## src/rtl/cart_rom_fetch.sv

```systemverilog
// cart_rom_fetch: services Z80 cartridge reads behind the MSX mapper.
// A falling rd_n on a selected cartridge cycle either hits the one-entry
// last-address cache or fetches the byte from external memory. While the
// fetch is outstanding, WAIT is held low. A fetch that gets no answer
// within TIMEOUT_CYC cycles is abandoned and returns 8'hFF.
module cart_rom_fetch #(
  parameter int ADDR_W      = 23,
  parameter int TIMEOUT_CYC = 64,
  parameter int CACHE_EN    = 1
) (
  input  logic              clk,
  input  logic              reset,
  input  logic              cart_ena,
  input  logic [ADDR_W-1:0] mem_addr,
  input  logic              rd_n,
  input  logic              cache_inv,
  output logic              mem_req,
  output logic [ADDR_W-1:0] mem_raddr,
  input  logic              mem_ready,
  input  logic [7:0]        mem_rdata,
  output logic [7:0]        cdout,
  output logic              busdir,
  output logic              wait_n,
  output logic              timeout
);

  localparam int CNT_W = (TIMEOUT_CYC > 2) ? $clog2(TIMEOUT_CYC) : 1;
  localparam logic [CNT_W-1:0] CNT_LAST = CNT_W'(TIMEOUT_CYC - 1);

  typedef enum logic [1:0] {
    S_IDLE,
    S_FETCH,
    S_HOLD
  } state_t;

  state_t r_state;
  state_t w_state_nxt;

  logic              r_rd_n_q;
  logic              r_mem_req;
  logic [ADDR_W-1:0] r_mem_raddr;
  logic [7:0]        r_cdout;
  logic              r_busdir;
  logic              r_timeout;
  logic [CNT_W-1:0]  r_cnt;
  logic              r_cache_valid;
  logic [ADDR_W-1:0] r_cache_addr;
  logic [7:0]        r_cache_data;

  logic w_start;
  logic w_hit;
  logic w_expire;
  logic w_release;
  logic w_wait_n;

  assign w_start   = cart_ena & ~rd_n & r_rd_n_q;
  assign w_hit     = (CACHE_EN != 0) && r_cache_valid && (mem_addr == r_cache_addr);
  assign w_expire  = (r_cnt == CNT_LAST);
  assign w_release = rd_n | ~cart_ena;

  // Next-state decode and combinational WAIT
  always_comb begin
    w_state_nxt = r_state;
    w_wait_n    = 1'b1;
    unique case (r_state)
      S_IDLE: begin
        if (w_start) begin
          if (w_hit) begin
            w_state_nxt = S_HOLD;
          end else begin
            w_state_nxt = S_FETCH;
            w_wait_n    = 1'b0;
          end
        end
      end
      S_FETCH: begin
        w_wait_n = 1'b0;
        if (mem_ready || w_expire) w_state_nxt = S_HOLD;
      end
      S_HOLD: begin
        if (w_release) w_state_nxt = S_IDLE;
      end
      default: w_state_nxt = S_IDLE;
    endcase
  end

  // State register
  always_ff @(posedge clk) begin
    if (reset) r_state <= S_IDLE;
    else       r_state <= w_state_nxt;
  end

  // Request, bus data, cache and error-flag registers
  always_ff @(posedge clk) begin
    if (reset) begin
      r_rd_n_q      <= 1'b1;
      r_mem_req     <= 1'b0;
      r_mem_raddr   <= '0;
      r_cdout       <= '1;
      r_busdir      <= 1'b0;
      r_timeout     <= 1'b0;
      r_cnt         <= '0;
      r_cache_valid <= 1'b0;
      r_cache_addr  <= '0;
      r_cache_data  <= '0;
    end else begin
      r_rd_n_q <= rd_n;
      unique case (r_state)
        S_IDLE: begin
          if (w_start) begin
            if (w_hit) begin
              r_cdout  <= r_cache_data;
              r_busdir <= 1'b1;
            end else begin
              r_mem_req   <= 1'b1;
              r_mem_raddr <= mem_addr;
              r_cnt       <= '0;
            end
          end
        end
        S_FETCH: begin
          // Data arriving on the expiry cycle takes precedence over the timeout
          if (mem_ready) begin
            r_mem_req     <= 1'b0;
            r_cdout       <= mem_rdata;
            r_busdir      <= 1'b1;
            r_cache_addr  <= r_mem_raddr;
            r_cache_data  <= mem_rdata;
            r_cache_valid <= 1'b1;
          end else if (w_expire) begin
            r_mem_req <= 1'b0;
            r_cdout   <= 8'hFF;
            r_busdir  <= 1'b1;
            r_timeout <= 1'b1;
          end else begin
            r_cnt <= r_cnt + 1'b1;
          end
        end
        S_HOLD: begin
          if (w_release) r_busdir <= 1'b0;
        end
        default: ;
      endcase
      // Placed last so an invalidate beats a same-cycle fill
      if (cache_inv) r_cache_valid <= 1'b0;
    end
  end

  assign mem_req   = r_mem_req;
  assign mem_raddr = r_mem_raddr;
  assign cdout     = r_cdout;
  assign busdir    = r_busdir;
  assign wait_n    = w_wait_n;
  assign timeout   = r_timeout;

endmodule

```

## config.mk

```make
export PLATFORM = sky130hd
export DESIGN_NAME = cart_rom_fetch
export DESIGN_NICKNAME = d
export VERILOG_FILES = /design/src/rtl/cart_rom_fetch.sv
export SDC_FILE = /design/constraint.sdc
export NUM_CORES = 1
export LEC_CHECK = 0
export ABC_CLOCK_PERIOD_IN_PS = 4400
export BUFFER_PORTS_ARGS = -buffer_cell sky130_fd_sc_hd__clkbuf_2
export CORE_UTILIZATION = 45
export CTS_BUF_LIST = sky130_fd_sc_hd__clkbuf_4
export CTS_CLUSTER_DIAMETER = 80
export DETAILED_ROUTE_END_ITERATION = 6
export GPL_ROUTABILITY_DRIVEN = 0
export PLACE_DENSITY = 0.64
export SETUP_SLACK_MARGIN = 0.05
export SYNTH_ARGS = -nofsm -noshare
export SYNTH_HDL_FRONTEND = slang
export SYNTH_SLANG_ARGS = --single-unit
```

## constraint.sdc

```tcl
create_clock -name clk -period 4.4 [get_ports clk]
set_clock_uncertainty 0.1 [all_clocks]
set_input_delay 0.66 -clock clk [delete_from_list [all_inputs] [get_ports clk]]
set_output_delay 0.66 -clock clk [all_outputs]
set_load 0.005 [all_outputs]
```

[After elaboration in Yosys (flattened, before gate mapping)]
Cells that the tools add are included.
Word-level totals
  register bits after elaboration: 75
  input port bits: 37
Cells by class
  reduce and logical (&&, ||, !) cells: 14
  $add $sub $neg: 1
  bitwise logic cells: 7
  equality and inequality tests: 12
  multiplexer cells: 29
Operator list (count)
  two-way mux 8 bit: 4
  two-way mux 6 bit: 4
  equality test 23 bit: 1
  one-hot mux 8 bit (2 select lines): 1
  != test 2 bit (second input constant): 7
  one-hot mux 6 bit (2 select lines): 1
  two-way mux 1 bit: 11
  AND reduction 5 bit: 2
  AND reduction 3 bit: 3
  two-way mux 2 bit: 4
  AND reduction 4 bit: 2
  adder 6 x 1 -> 6 bit (second input constant): 1
  equality test 6 bit (second input constant): 1
  one-hot mux 2 bit (3 select lines): 1
  inverter 1 bit: 4
  one-hot mux 1 bit (2 select lines): 2
  != test 3 bit (second input constant): 1
  one-hot mux 1 bit (3 select lines): 1
  nonzero test 3 bit: 1
  AND 1 bit: 2
  equality test 2 x 1 -> 1 bit (second input constant): 1
  equality test 2 bit (second input constant): 1
  logical NOT 2 bit: 1
  AND reduction 2 bit: 1
  5 further kinds: 5

[Logic depth before layout (Yosys ltp)]
  depth after elaboration: 5
  gate-level depth with buffers: 9
  gate-level depth less buffers: 7

[Worst setup path before layout]
No wires, ideal clock.
  kind: input port to output port
  from: in mem_addr[6]
  to: out wait_n
  data required time: 3640 ps
  stages on the path: 6
  data arrival time: 1904 ps
  path slack: 1736 ps
  cell sequence: xnor2_1 nand4_2 nor4_2 a21oi_2 buf_2 nor2_1
On the way
  cells in the longest elaborated chain, start to end: 5
RTL lines
  from (decl): line 14  | input logic [ADDR_W-1:0] mem_addr,
  equality test 23 bit: line 57  | assign w_hit = (CACHE_EN != 0) && r_cache_valid && (mem_addr == r_cache_addr);
  logical AND 1 bit: line 57
  two-way mux 1 bit: line 68  | if (w_hit) begin
  two-way mux 1 bit: line 67  | if (w_start) begin
  one-hot mux 1 bit (2 select lines): line 65  | unique case (r_state)
  to (decl): line 23  | output logic wait_n,
No other way between the ends.

[Worst setup path in the final report]
  from: reg r_state[0]
  to: out wait_n
On the way
  cells in the longest elaborated chain, start to end: 2
  elaborated cells between the ends (all ways): 3
  classes of those cells: 1 x eq/ne; 1 x mux; 1 x reduce/logical
RTL lines
  from (decl): line 36  | state_t r_state;
  from (signal assigned): line 90  | else r_state <= w_state_nxt;
  equality test 2 x 1 -> 1 bit / logical NOT 2 bit (equally long branches): line 65
  one-hot mux 1 bit (2 select lines) (*): line 65
Mark *: on every way between the ends. The rest lies on a longest branch, timed or not.

==> results.sh <==
export IMPL_fin_setup_tns_ns=0
export IMPL_timing_final_crit_share=0.751
export IMPL_crit_chain="inv_1, ha_1, nand2_1, a21oi_4, nor2_1, clkbuf_2"
export IMPL_io_pins=72
export IMPL_antenna_found_initial=0
export IMPL_netlist_area_sq_um=3370
export IMPL_cp_arrival_ns=2.54
export IMPL_drtAntennaViolNets=0
export IMPL_worst_pin_slew_ns=1.09
export IMPL_placedCellCount=538
export IMPL_required_ns=3.64
export IMPL_core_sq_um=7250
export IMPL_clk_latency_ns=0.43
export IMPL_totalWireLength_mm=7.43
export IMPL_crit_start="r_state[0]"
export IMPL_vdd_drop_max_v=0.000192
export IMPL_cts_root_buf="clkbuf_4"
export IMPL_synth_edff_count=0
export IMPL_rsz0062_at_grt="no"
export IMPL_grt_busiest_layer="met2"
export IMPL_hpwl_mm=5.16
export IMPL_critical_path_max_stage_delay_ns=0.83
export IMPL_grt_pass1_wl_mm=12.2
export IMPL_grtUsageMet2=0.342
export IMPL_grt_overflow_total=0
export IMPL_p_int_w=0.00114
export IMPL_nFillCells=726
export IMPL_p_total_w=0.00167
export IMPL_use_met3=0.0597
export IMPL_final_setup_worst_slack_ns=1.10
export IMPL_p_seq_frac=0.462
export IMPL_synth_top_cell_area_share=0.445
export IMPL_area_growth_pct=17.4
export IMPL_yosys_warnings=0
export IMPL_max_freq_ghz=0.303
export IMPL_dieArea_sq_um=7850
export IMPL_final_util=0.546
export IMPL_synth_fp_nets=427
export IMPL_cts_tree="done"
export IMPL_dieHeight_microns=88.6
export IMPL_synth_cell_types=46
export IMPL_period_minus_slack_ns=3.30
export IMPL_start_util=0.465
export IMPL_combPwrFrac=0.245
export IMPL_grt_met1_usage=0.254
export IMPL_grt_pass1_vias=2628
export IMPL_synth_seq_cells=75
export IMPL_clk_pin_slew_ns=0.13
export IMPL_hold_path_class="in -> reg"
export IMPL_cts_htree_levels=3
export IMPL_postCtsHoldBufs=0
export IMPL_power_density_nw_per_um2=422
export IMPL_drive_gt1_frac=0.233
export IMPL_vias_per_cell=5.12
export IMPL_synthTopCellsByArea="dfxtp_1 (45%), nand2_1 (8.7%), mux2i_1 (7.4%), xnor2_1 (6.0%), a21oi_1 (5.8%)"
export IMPL_cts_max_path_buffers=2
export IMPL_post_drt_wl_per_cell_microns=13.4
export IMPL_cts_setup_buffers=0
export IMPL_synthArstFlopShare=0
export IMPL_numCtsBuffers=9
export IMPL_relSlewSlack=0.269
export IMPL_drt_initial_drc_count=143
export IMPL_synthFlopType="dfxtp_1"
export IMPL_synth_seq_area_share=0.445
export IMPL_rows=31
export IMPL_track_usage=0.205
export IMPL_dieWidth_microns=88.6
export IMPL_syn_avg_cell_area_sq_um=8.74
export IMPL_vias=2837
export IMPL_cp_slowest_cell="a21oi_4"
export IMPL_antenna_cells=0
export IMPL_yosysMostFrequentCell="nand2_1"
export IMPL_ys_top_cells_by_count="nand2_1 (78), dfxtp_1 (75), a21oi_1 (39)"
export IMPL_r2r_start="r_state[1]"
export IMPL_cp_start_kind="register"
export IMPL_sw_frac_of_total=0.320
export IMPL_grt_max_degree=40
export IMPL_fin_nets=491
export IMPL_worstSetupEndpointType="output port"
export IMPL_p_switching_w=0.000534
export IMPL_pre_cts_slack_ns=1.16
export IMPL_setup_viol=0
export IMPL_clockPowerShare=0.292
export IMPL_port_buffers=71
export IMPL_final_cells=554
export IMPL_hp_start="cache_inv"
export IMPL_drv_cap=0
export IMPL_hold_viol=0
export IMPL_synth_cells=386
export IMPL_first_pass_iters=4
export IMPL_cts_resized=0
export IMPL_slew_violations=0
export IMPL_crit_type="reg -> out"
export IMPL_power_leakage_nw=1.53
export IMPL_drc=0
export IMPL_cp_max_fo=25
export IMPL_cts_sinks=75
export IMPL_outcome="finished clean"
export IMPL_yosysTopAreaCell="dfxtp_1"
==> critical path, delay by kind of cell, from the launching register on <==
kind | cells | cell delay (ns)
AO/OA/AOI/OAI | 1 | 0.83
adder cells (fa/ha/maj) | 1 | 0.37
flip-flops | 1 | 0.35
AND/OR/NAND/NOR | 2 | 0.32
buffers and inverters | 2 | 0.24
==> worst paths after layout <==
kind                           to  slack, ns  depth (start not counted)
hold / removal      r_cache_valid       0.28                          2
setup reg to reg         cdout[7]       1.87                          8
hold reg to reg   r_cache_data[5]       0.36                          2
setup / recovery           wait_n       1.10                          6
==> cells by family after synthesis <==
| kind of cell | count (synthesis) | share of synthesized area |
|---|---|---|
| AOI/OAI and AO/OA | 80 | 0.159 |
| muxes | 25 | 0.0742 |
| DFF | 75 | 0.445 |
| adders and majority gates | 4 | 0.0148 |
| and+or+nand+nor | 151 | 0.213 |
| buffers and inverters | 28 | 0.0345 |
| xor gates and xnor gates | 23 | 0.0597 |
==> metal layers <==
layer	wire (microns)	share of wire	vias up
met5	0	0	-
met4	91	0.012	0
met3	398	0.054	7
met2	3520	0.47	57
met1	3410	0.46	1309
li1	-	-	1464
==> layout make-up <==
type | count | area (sq um) | share of cell area
Clock buffer | 10 | 75.1 | 0.0190
Clock inverter | 6 | 87.6 | 0.0221
Inverter | 6 | 22.5 | 0.00569
Multi-Input combinational cell | 283 | 1760 | 0.445
Sequential cell | 75 | 1500 | 0.379
Tap cell | 99 | 124 | 0.0313
Timing Repair Buffer | 75 | 385 | 0.0973
==> placed cells by master (no fill, tap or decap), types with 6 or more instances in the layout <==
master and count:
a21oi_1 39, a221o_1 6, clkbuf_2 71, clkbuf_4 10, dfxtp_1 75, mux2i_1 25
nand2_1 78, nand3b_1 8, nor2_1 36, o21ai_0 10, xnor2_1 23
==> state kept, by name, indices dropped and copies added (netlist names) <==
signal	flops
timeout	1
mem_raddr	23
r_state	2
r_rd_n_q	1
r_cnt	6
cdout	8
r_cache_valid	1
mem_req	1
r_cache_addr	23
r_cache_data	8
busdir	1
==> through the flow <==
stage / area, sq um / hold slack [ns]
after floorplan: 3370 / 0.333
after global placement: 3800 / 0.338
after detailed placement: 3800 / 0.344
after CTS: 3960 / 0.261
after global routing: 3960 / 0.257
final: 3960 / 0.281
==> power groups by stage <==
stage	Combinational [W]	Clock, W	Sequential [W]
finish	0.000410	0.000488	0.000772
global route	0.000465	0.000534	0.000781
CTS	0.000413	0.000502	0.000772
detailed placement	0.000412	0	0.000787
global placement	0.000409	0	0.000785
floorplan	0.000291	0	0.000783
(Power assumes the default switching activity.)
